==> src/rtl/pointwise_mac_1x1.sv <==
// 1x1 pointwise convolution MAC: per-channel weight multiply, channel accumulate,
// bias add, floor rescale, saturation and optional ReLU, with frame tracking.
module pointwise_mac_1x1 #(
    parameter int DATA_WIDHT = 32,
    parameter int FRAC_BITS  = 16,
    parameter int CHANNELS   = 3,
    parameter int OUT_PIXELS = 22500,
    parameter int RELU_EN    = 1
) (
    input  logic                  clk,
    input  logic                  rst,
    input  logic                  Cfg_We,
    input  logic [7:0]            Cfg_Addr,
    input  logic [DATA_WIDHT-1:0] Cfg_Data,
    input  logic [DATA_WIDHT-1:0] Data_In,
    input  logic                  Valid_In,
    output logic [DATA_WIDHT-1:0] Data_Out,
    output logic                  Valid_Out,
    output logic                  Frame_Done,
    output logic                  Cfg_Err
);

    localparam int PW    = 2 * DATA_WIDHT;
    localparam int AW    = PW + 8;
    localparam int SW    = AW + 1;
    localparam int PIX_W = (OUT_PIXELS > 1) ? $clog2(OUT_PIXELS) : 1;

    localparam logic [7:0]            LAST_CH  = 8'(CHANNELS - 1);
    localparam logic [PIX_W-1:0]      LAST_PIX = PIX_W'(OUT_PIXELS - 1);
    localparam logic signed [SW-1:0]  SAT_MAX  = {{(SW-DATA_WIDHT+1){1'b0}}, {(DATA_WIDHT-1){1'b1}}};
    localparam logic signed [SW-1:0]  SAT_MIN  = {{(SW-DATA_WIDHT+1){1'b1}}, {(DATA_WIDHT-1){1'b0}}};
    localparam logic [DATA_WIDHT-1:0] OUT_MAX  = {1'b0, {(DATA_WIDHT-1){1'b1}}};
    localparam logic [DATA_WIDHT-1:0] OUT_MIN  = {1'b1, {(DATA_WIDHT-1){1'b0}}};

    logic [DATA_WIDHT-1:0] w_q [CHANNELS];
    logic [DATA_WIDHT-1:0] bias_q;
    logic [7:0]            ch_q;
    logic                  cfg_err_q;

    logic                  p1_vld_q, p1_first_q, p1_last_q;
    logic signed [PW-1:0]  prod_q;
    logic signed [AW-1:0]  acc_q;
    logic                  acc_done_q;
    logic signed [SW-1:0]  sh_q;
    logic                  sh_vld_q;

    logic [DATA_WIDHT-1:0] dout_q;
    logic                  vout_q, frame_q;
    logic [PIX_W-1:0]      pix_q;

    logic [DATA_WIDHT-1:0] w_sel;
    logic signed [PW-1:0]  din_x, w_x, prod_d;
    logic signed [AW-1:0]  prod_x, acc_d;
    logic signed [SW-1:0]  bias_sh, sum_d, sh_d;
    logic [DATA_WIDHT-1:0] dout_d;
    logic                  cfg_busy;

    always_comb begin
        w_sel = '0;
        for (int i = 0; i < CHANNELS; i++) begin
            if (ch_q == 8'(i)) w_sel = w_q[i];
        end
    end

    assign din_x   = {{DATA_WIDHT{Data_In[DATA_WIDHT-1]}}, Data_In};
    assign w_x     = {{DATA_WIDHT{w_sel[DATA_WIDHT-1]}}, w_sel};
    assign prod_d  = din_x * w_x;
    assign prod_x  = {{8{prod_q[PW-1]}}, prod_q};
    assign acc_d   = p1_first_q ? prod_x : acc_q + prod_x;
    assign bias_sh = {{(SW-DATA_WIDHT){bias_q[DATA_WIDHT-1]}}, bias_q} <<< FRAC_BITS;
    assign sum_d   = {acc_q[AW-1], acc_q} + bias_sh;
    assign sh_d    = sum_d >>> FRAC_BITS;

    always_comb begin
        if (sh_q > SAT_MAX)      dout_d = OUT_MAX;
        else if (sh_q < SAT_MIN) dout_d = OUT_MIN;
        else                     dout_d = sh_q[DATA_WIDHT-1:0];
        if (RELU_EN != 0 && sh_q[SW-1]) dout_d = '0;
    end

    // A sample arriving this cycle counts as in flight: a write now could split a pixel.
    assign cfg_busy = (ch_q != 8'd0) | Valid_In | p1_vld_q | acc_done_q | sh_vld_q;

    always_ff @(posedge clk) begin
        if (!rst) begin
            for (int i = 0; i < CHANNELS; i++) w_q[i] <= '0;
            bias_q     <= '0;
            ch_q       <= '0;
            cfg_err_q  <= 1'b0;
            p1_vld_q   <= 1'b0;
            p1_first_q <= 1'b0;
            p1_last_q  <= 1'b0;
            prod_q     <= '0;
            acc_q      <= '0;
            acc_done_q <= 1'b0;
            sh_q       <= '0;
            sh_vld_q   <= 1'b0;
            dout_q     <= '0;
            vout_q     <= 1'b0;
            frame_q    <= 1'b0;
            pix_q      <= '0;
        end else begin
            if (Cfg_We) begin
                if (cfg_busy) begin
                    cfg_err_q <= 1'b1;
                end else if (Cfg_Addr == 8'(CHANNELS)) begin
                    bias_q <= Cfg_Data;
                end else begin
                    for (int i = 0; i < CHANNELS; i++) begin
                        if (Cfg_Addr == 8'(i)) w_q[i] <= Cfg_Data;
                    end
                end
            end

            p1_vld_q <= Valid_In;
            if (Valid_In) begin
                ch_q       <= (ch_q == LAST_CH) ? 8'd0 : ch_q + 8'd1;
                prod_q     <= prod_d;
                p1_first_q <= (ch_q == 8'd0);
                p1_last_q  <= (ch_q == LAST_CH);
            end

            if (p1_vld_q) acc_q <= acc_d;
            acc_done_q <= p1_vld_q & p1_last_q;

            if (acc_done_q) sh_q <= sh_d;
            sh_vld_q <= acc_done_q;

            vout_q  <= sh_vld_q;
            frame_q <= sh_vld_q && (pix_q == LAST_PIX);
            if (sh_vld_q) begin
                dout_q <= dout_d;
                pix_q  <= (pix_q == LAST_PIX) ? '0 : pix_q + PIX_W'(1);
            end
        end
    end

    assign Data_Out   = dout_q;
    assign Valid_Out  = vout_q;
    assign Frame_Done = frame_q;
    assign Cfg_Err    = cfg_err_q;

endmodule

==> config.mk <==
export PLATFORM = sky130hd
export DESIGN_NAME = pointwise_mac_1x1
export DESIGN_NICKNAME = d
export VERILOG_FILES = /design/src/rtl/pointwise_mac_1x1.sv
export SDC_FILE = /design/constraint.sdc
export NUM_CORES = 2
export LEC_CHECK = 0
export CAP_MARGIN = 20
export CORE_AREA = 2 2 442 444
export CTS_CLUSTER_DIAMETER = 60
export DETAILED_ROUTE_END_ITERATION = 10
export DIE_AREA = 0 0 444 446
export PLACE_DENSITY = 0.4
export SYNTH_ARGS = -nofsm -noshare
export SYNTH_HDL_FRONTEND = slang
export SYNTH_SLANG_ARGS = --single-unit
==> constraint.sdc <==
create_clock -name clk -period 11.6 [get_ports clk]
set_clock_uncertainty 0.05 [all_clocks]
set_input_delay 2.32 -clock clk [delete_from_list [all_inputs] [get_ports clk]]
set_output_delay 2.32 -clock clk [all_outputs]
set_load 0.02 [all_outputs]
# After elaboration in Yosys (flattened, before gate mapping)
# Memory sizes are Yosys's and may differ from the RTL's.
# Cells that the tools add are included.
word_totals:
  register_bits: 288
  ramBits: 96
  in_bits: 76
  out_inout_bits: 35
  elab_cells: 75
  memories: 1
op_classes:
  add_sub_neg: 4
  multipliers: 1
  n_lt_le_gt_ge: 2
  eq_ne: 6
  muxes: 31
  bitwise: 9
  n_reduce_logical: 6
memory_table:
  columns: ["name", "words", "width", "read_ports", "rd_ports_with_merged_regs", "write_ports", "line_no", "source"]
  rows:
  - ["w_q", 3, 32, 3, 0, 3, "35", "logic [DATA_WIDHT-1:0] w_q [CHANNELS];"]
ops:
  columns: ["operator", "count"]
  rows:
  - ["$mux W32", 9]
  - ["$add A72 B48 Y73", 1]
  - ["$add A72 B64 Y72", 1]
  - ["$mux W72", 1]
  - ["$mul A32 B32 Y64", 1]
  - ["$gt A57 B32 Y1 const B", 1]
  - ["$lt A57 B32 Y1 const B", 1]
  - ["$eq A8 B2 Y1 const B", 3]
  - ["$mux W1", 19]
  - ["$eq A8 B1 Y1 const B", 2]
  - ["$logic_not A8 Y1", 2]
  - ["$add A15 B1 Y15 const B", 1]
  - ["$eq A15 B15 Y1 const B", 1]
  - ["$mux W15", 1]
  - ["$add A8 B1 Y8 const B", 1]
  - ["$mux W8", 1]
  - ["$reduce_bool A8 Y1", 1]
  - ["$or A1 B1 Y1", 7]
  - ["$reduce_and A3 Y1", 1]
  - ["$reduce_and A2 Y1", 1]
  - ["$and A1 B1 Y1", 1]
  - ["$logic_and A1 B1 Y1", 1]
  - ["$not A1 Y1", 1]

# Logic depth before layout (Yosys ltp)
logic_depth:
  depth_word: 10
  ltp_mapped: 39
  mapped_depth_nobuf: 37

# Worst setup path after synthesis
# No wires, ideal clock.
synth_timing:
  kind: "input to register"
  start: "in Data_In[31]"
  end: "reg prod_q[60]"
  setup_time_ps: 79
  arrival_ps: 9890
  required_ps: 11471
  setup_slack_ps: 1581
  cell_stages: 26
  n_path_buf: 2
  cell_sequence: "clkbuf_1 > nand2_1 > inv_1 > fa_1 > fa_1 > fa_1 > fa_1 > fa_1 > fa_1 > fa_1 > inv_1 > fa_1 > inv_1 > ha_1 > clkbuf_1 > a21oi_1 > o31ai_1 > a21oi_1 > o22ai_1 > o41ai_1 > o41ai_4 > a311o_1 > a31o_1 > a41oi_2 > mux2_1 > o211ai_1"
synth_via:
  elab_chain_len: 1
synth_lines:
  columns: ["item", "line_no", "source"]
  rows:
  - ["start: declaration", "15", "input logic [DATA_WIDHT-1:0] Data_In,"]
  - ["$mul A32 B32 Y64", "67", "assign prod_d = din_x * w_x;"]
  - ["end signal: assignment", "118", "prod_q <= prod_d;"]
  - ["end: declaration", "41", "logic signed [PW-1:0] prod_q;"]
# No other way between the ends.
# A chain may end at the register's enable or synchronous reset.

# Worst setup path after layout
layout_timing:
  start: "in Data_In[15]"
  end: "reg prod_q[60]"
# The elaborated chain is that of the path after synthesis.

==> metrics.yaml <==
status:
  result_of_the_run: "finished, final reports clean"
yosys:
  synth_xor_xnor_area_share: 0.02903
  mean_syn_cell_area_um2: 9.023
  post_synth_and_or_nand_nor_area_fraction: 0.1659
  synthMuxAreaShare: 0.01583
  yosys.area_share.adder: 0.4452
  syn_nets: 7863
  netlist_area_um2: 57630
  synth_enable_flop_cells: 96
  flip_flop_and_latch_count_after_synthesis: 384
  synth_cell_types: 84
  synth_compound_area_frac: 0.1048
  synth.yosys.seq_area_share: 0.1501
  number_of_warnings_reported_in_the_yosys_synthesis_log: 0
  postSynth.topFlopCell: "dfxtp_1"
  synthArstFlopShare: 0
  synth_top_family_by_area: "adder cells"
  post_synth_inst_count: 6387
cts:
  clk_pin_slew_worst_paths_ns: 0.06
  count_of_instances_resized_after_the_clock_tree_is_built: 0
  htreeDepth: 2
  cts_tree: "built"
  clk_latency_ns: 0.61
  cts-root-to-sink-buffers: 3
  cts_inserted_buffers: 47
  postCtsSetupBuffers: 0
  clockRootBuffer: "clkbuf_16"
  cts-hold-fix-buffers: 0
  numClockSinks: 384
setup_path:
  timing.critical_path.required_ns: 12.06
  timing.setup.critical_path_class: "primary input to flop"
  setup.worst_path.end_class: "flop"
  beginning_of_the_worst_register_to_register_path: "ch_q[4]$_SDFFE_PN0P_"
  worst_setup_path_start_kind: "primary input"
  crit_path_max_fanout: 14
  worst_setup_path_startpoint: "Data_In[15]"
  worst-r2r-setup-slack_ns: 1.05
  cp_data_arrival_time_ns: 11.04
hold_path:
  worst_hold_path_type: "flop to flop"
  min-delay-start: "bias_q[28]$_SDFFE_PN0P_"
grt:
  globalRoute.totalOverflow: 0
  antenna_found_initial: 17
  first_global_vias: 45910
  grt_util_all_layers: 0.1860
  global_route_wire_length_before_repair_um: 286100
  grt_start_max_net_pins: 77
finish:
  proportion_of_layout_cells_with_a_drive_suffix_above_1: 0.04746
  seqCellArea_um2: 8657
  fill_cells: 20160
  area_growth_pct: 10.63
  num-nets-final: 7824
  combined_area_of_the_multi_input_logic_cells_um2: 44050
  fin_cells: 8931
floorplanning:
  die_footprint_um2: 198000
  num_rows: 162
  die_width_um: 444
  dieHeight_um: 446
  core-area_um2: 193600
  floorplan.initialDensity: 0.2977
  io_pins: 111
drt:
  route.detailed.drc: 0
  viasPerCell: 4.777
  drt-total-wl_um: 180100
  drt_iter0_drc: 2401
  firstDrtPassIters: 5
  routed-via-count: 42660
  route.detailed.wl_per_inst_um: 20.17
  antenna_left: 0
placement:
  cell_count_after_placement: 8841
  gp_congestion: 0.8500
  port_buffers: 110
  post-dp-hpwl_um: 148600
sta:
  setup_viol: 0
  unrepaired_setup_endpoints_after_global_routing: "no"
  timing.slew.headroom: 0.1858
  hold_violations: 0
  tns_ns: 0
  layout_min_cycle_time_ns: 10.58
  min_period_over_period: 0.9120
  fmax_mhz: 94.53
  tightestPinTransition_ns: 1.209
  timing_max_transition_violations_final: 0
job:
  reported_max_cap_violation_count: 0
==> layout make-up <==
cell class                 count  share of cell area
clock buffer                  63             0.02037
timing repair buffer         264             0.03937
clock inverter                22            0.003376
inverter                    1018             0.06002
multi-input combinational   4633              0.6910
sequential                   384              0.1358
antenna                        5           0.0001963
tap                         2542             0.04989
==> final timing paths <==
kind              cells past startpoint                 endpoint
setup reg to reg                     32  prod_q[60]$_SDFFE_PN0P_
hold / removal                        2  bias_q[28]$_SDFFE_PN0P_
hold reg to reg                       2  bias_q[28]$_SDFFE_PN0P_
setup / recovery                     26  prod_q[60]$_SDFFE_PN0P_
==> routing by layer <==
metal  GRT usage  part of all wire  vias to the layer above
li1            -                 -                    19990
met4     0.02519             0.013                        2
met1      0.2808              0.51                    21820
met3     0.01588             0.034                      117
met5           0          0.000072                        -
met2      0.2947              0.45                      731
==> critical path: stages <==
cell             delay (ns)
clkdlybuf4s50_1        0.86
buf_4                  0.34
nand2_1                0.10
fa_1                   0.55
fa_1                   0.44
fa_1                   0.50
fa_1                   0.57
inv_1                  0.06
fa_1                   0.50
inv_1                  0.06
fa_1                   0.52
inv_1                  0.05
fa_1                   0.54
fa_1                   0.45
ha_1                   0.36
and3_1                 0.20
nand4_1                0.16
nand4bb_1              0.20
a41oi_2                0.19
o41ai_4                0.57
o41ai_4                0.18
a311o_1                0.38
a31o_1                 0.25
a41oi_2                0.19
mux2_1                 0.34
o211ai_1               0.16
==> placed cells by master, fill, tap and decap left out, types with 32 or more instances in the layout <==
cell type           n
a31oi_1            41
fa_1             1084
mux2i_1            90
clkbuf_16          49
buf_4             136
nand2b_1           39
clkdlybuf4s50_1   108
nand3_1            61
and2_1            395
nor3_1             59
a21oi_1           318
edfxtp_1           96
nand4_1            50
nand2_1           781
xor2_1             66
nor2b_1           174
xnor2_1           125
o21ai_0           178
inv_1            1016
a21o_1            106
dfxtp_1           285
ha_1              316
o211ai_1           33
a211oi_1           32
o21bai_1           37
nor2_1            343
a22oi_1            36
==> state kept, by name, indices dropped and copies added (netlist names) <==
| register | cells |
|---|---|
| acc_q | 72 |
| p1_vld_q | 1 |
| Valid_Out | 1 |
| bias_q | 32 |
| pix_q | 15 |
| w_q | 96 |
| Frame_Done | 1 |
| p1_first_q | 1 |
| Data_Out | 32 |
| p1_last_q | 1 |
| Cfg_Err | 1 |
| prod_q | 64 |
| acc_done_q | 1 |
| sh_q | 57 |
| ch_q | 8 |
| sh_vld_q | 1 |
==> cell families (layout without fill, tap and decap cells) <==
family | Yosys count | in the layout
compound gates | 958 | 958
mux | 91 | 91
xor+xnor | 191 | 191
simple gates | 1993 | 1993
buf+inv | 1370 | 1367
fa+ha+maj | 1400 | 1400
other cells | 0 | 5
flops | 384 | 384
==> Yosys cell counts, types with 8 or more instances <==
| cell | n | share of area |
|---|---|---|
| fa_1 | 1084 | 0.38 |
| inv_1 | 1017 | 0.066 |
| nand2_1 | 781 | 0.051 |
| and2_1 | 395 | 0.043 |
| nor2_1 | 345 | 0.022 |
| clkbuf_1 | 338 | 0.022 |
| a21oi_1 | 324 | 0.028 |
| ha_1 | 316 | 0.069 |
| dfxtp_1 | 288 | 0.10 |
| o21ai_0 | 200 | 0.017 |
| nor2b_1 | 174 | 0.019 |
| xnor2_1 | 125 | 0.019 |
| a21o_1 | 106 | 0.014 |
| edfxtp_1 | 96 | 0.050 |
| mux2i_1 | 90 | 0.016 |
| xor2_1 | 66 | 0.010 |
| nand3_1 | 61 | 0.0053 |
| nor3_1 | 59 | 0.0051 |
| nand4_1 | 50 | 0.0054 |
| a31oi_1 | 41 | 0.0045 |
| nand2b_1 | 39 | 0.0042 |
| o21bai_1 | 37 | 0.0048 |
| a22oi_1 | 36 | 0.0047 |
| o211ai_1 | 33 | 0.0043 |
| a211oi_1 | 32 | 0.0042 |
| and3_1 | 27 | 0.0029 |
| o21a_1 | 19 | 0.0025 |
| nor4_1 | 15 | 0.0016 |
| buf_1 | 12 | 0.00078 |
| o21ai_1 | 12 | 0.0010 |
| a311oi_1 | 11 | 0.0017 |
| o31ai_1 | 11 | 0.0014 |
| or2_2 | 10 | 0.0011 |
| a41oi_1 | 8 | 0.0012 |
| o211a_1 | 8 | 0.0014 |
| or3_1 | 8 | 0.00087 |
==> per-stage QoR <==
| stage | util | setup slack, ns | hold WS, ns | cell area, um2 |
|---|---|---|---|---|
| floorplan | - | 1.581 | 0.3754 | 57630 |
| global placement | 0.3213 | 0.4545 | 0.3915 | 62190 |
| detailed placement | 0.3215 | 0.3749 | 0.3997 | 62230 |
| CTS | 0.3293 | 0.9419 | 0.4136 | 63740 |
| global route | 0.3293 | 0.5331 | 0.4284 | 63740 |
| finish | 0.3293 | 1.021 | 0.4094 | 63750 |
Power is not shown: default switching activity piles up to over one toggle a cycle in this logic, so the estimate is an artifact.
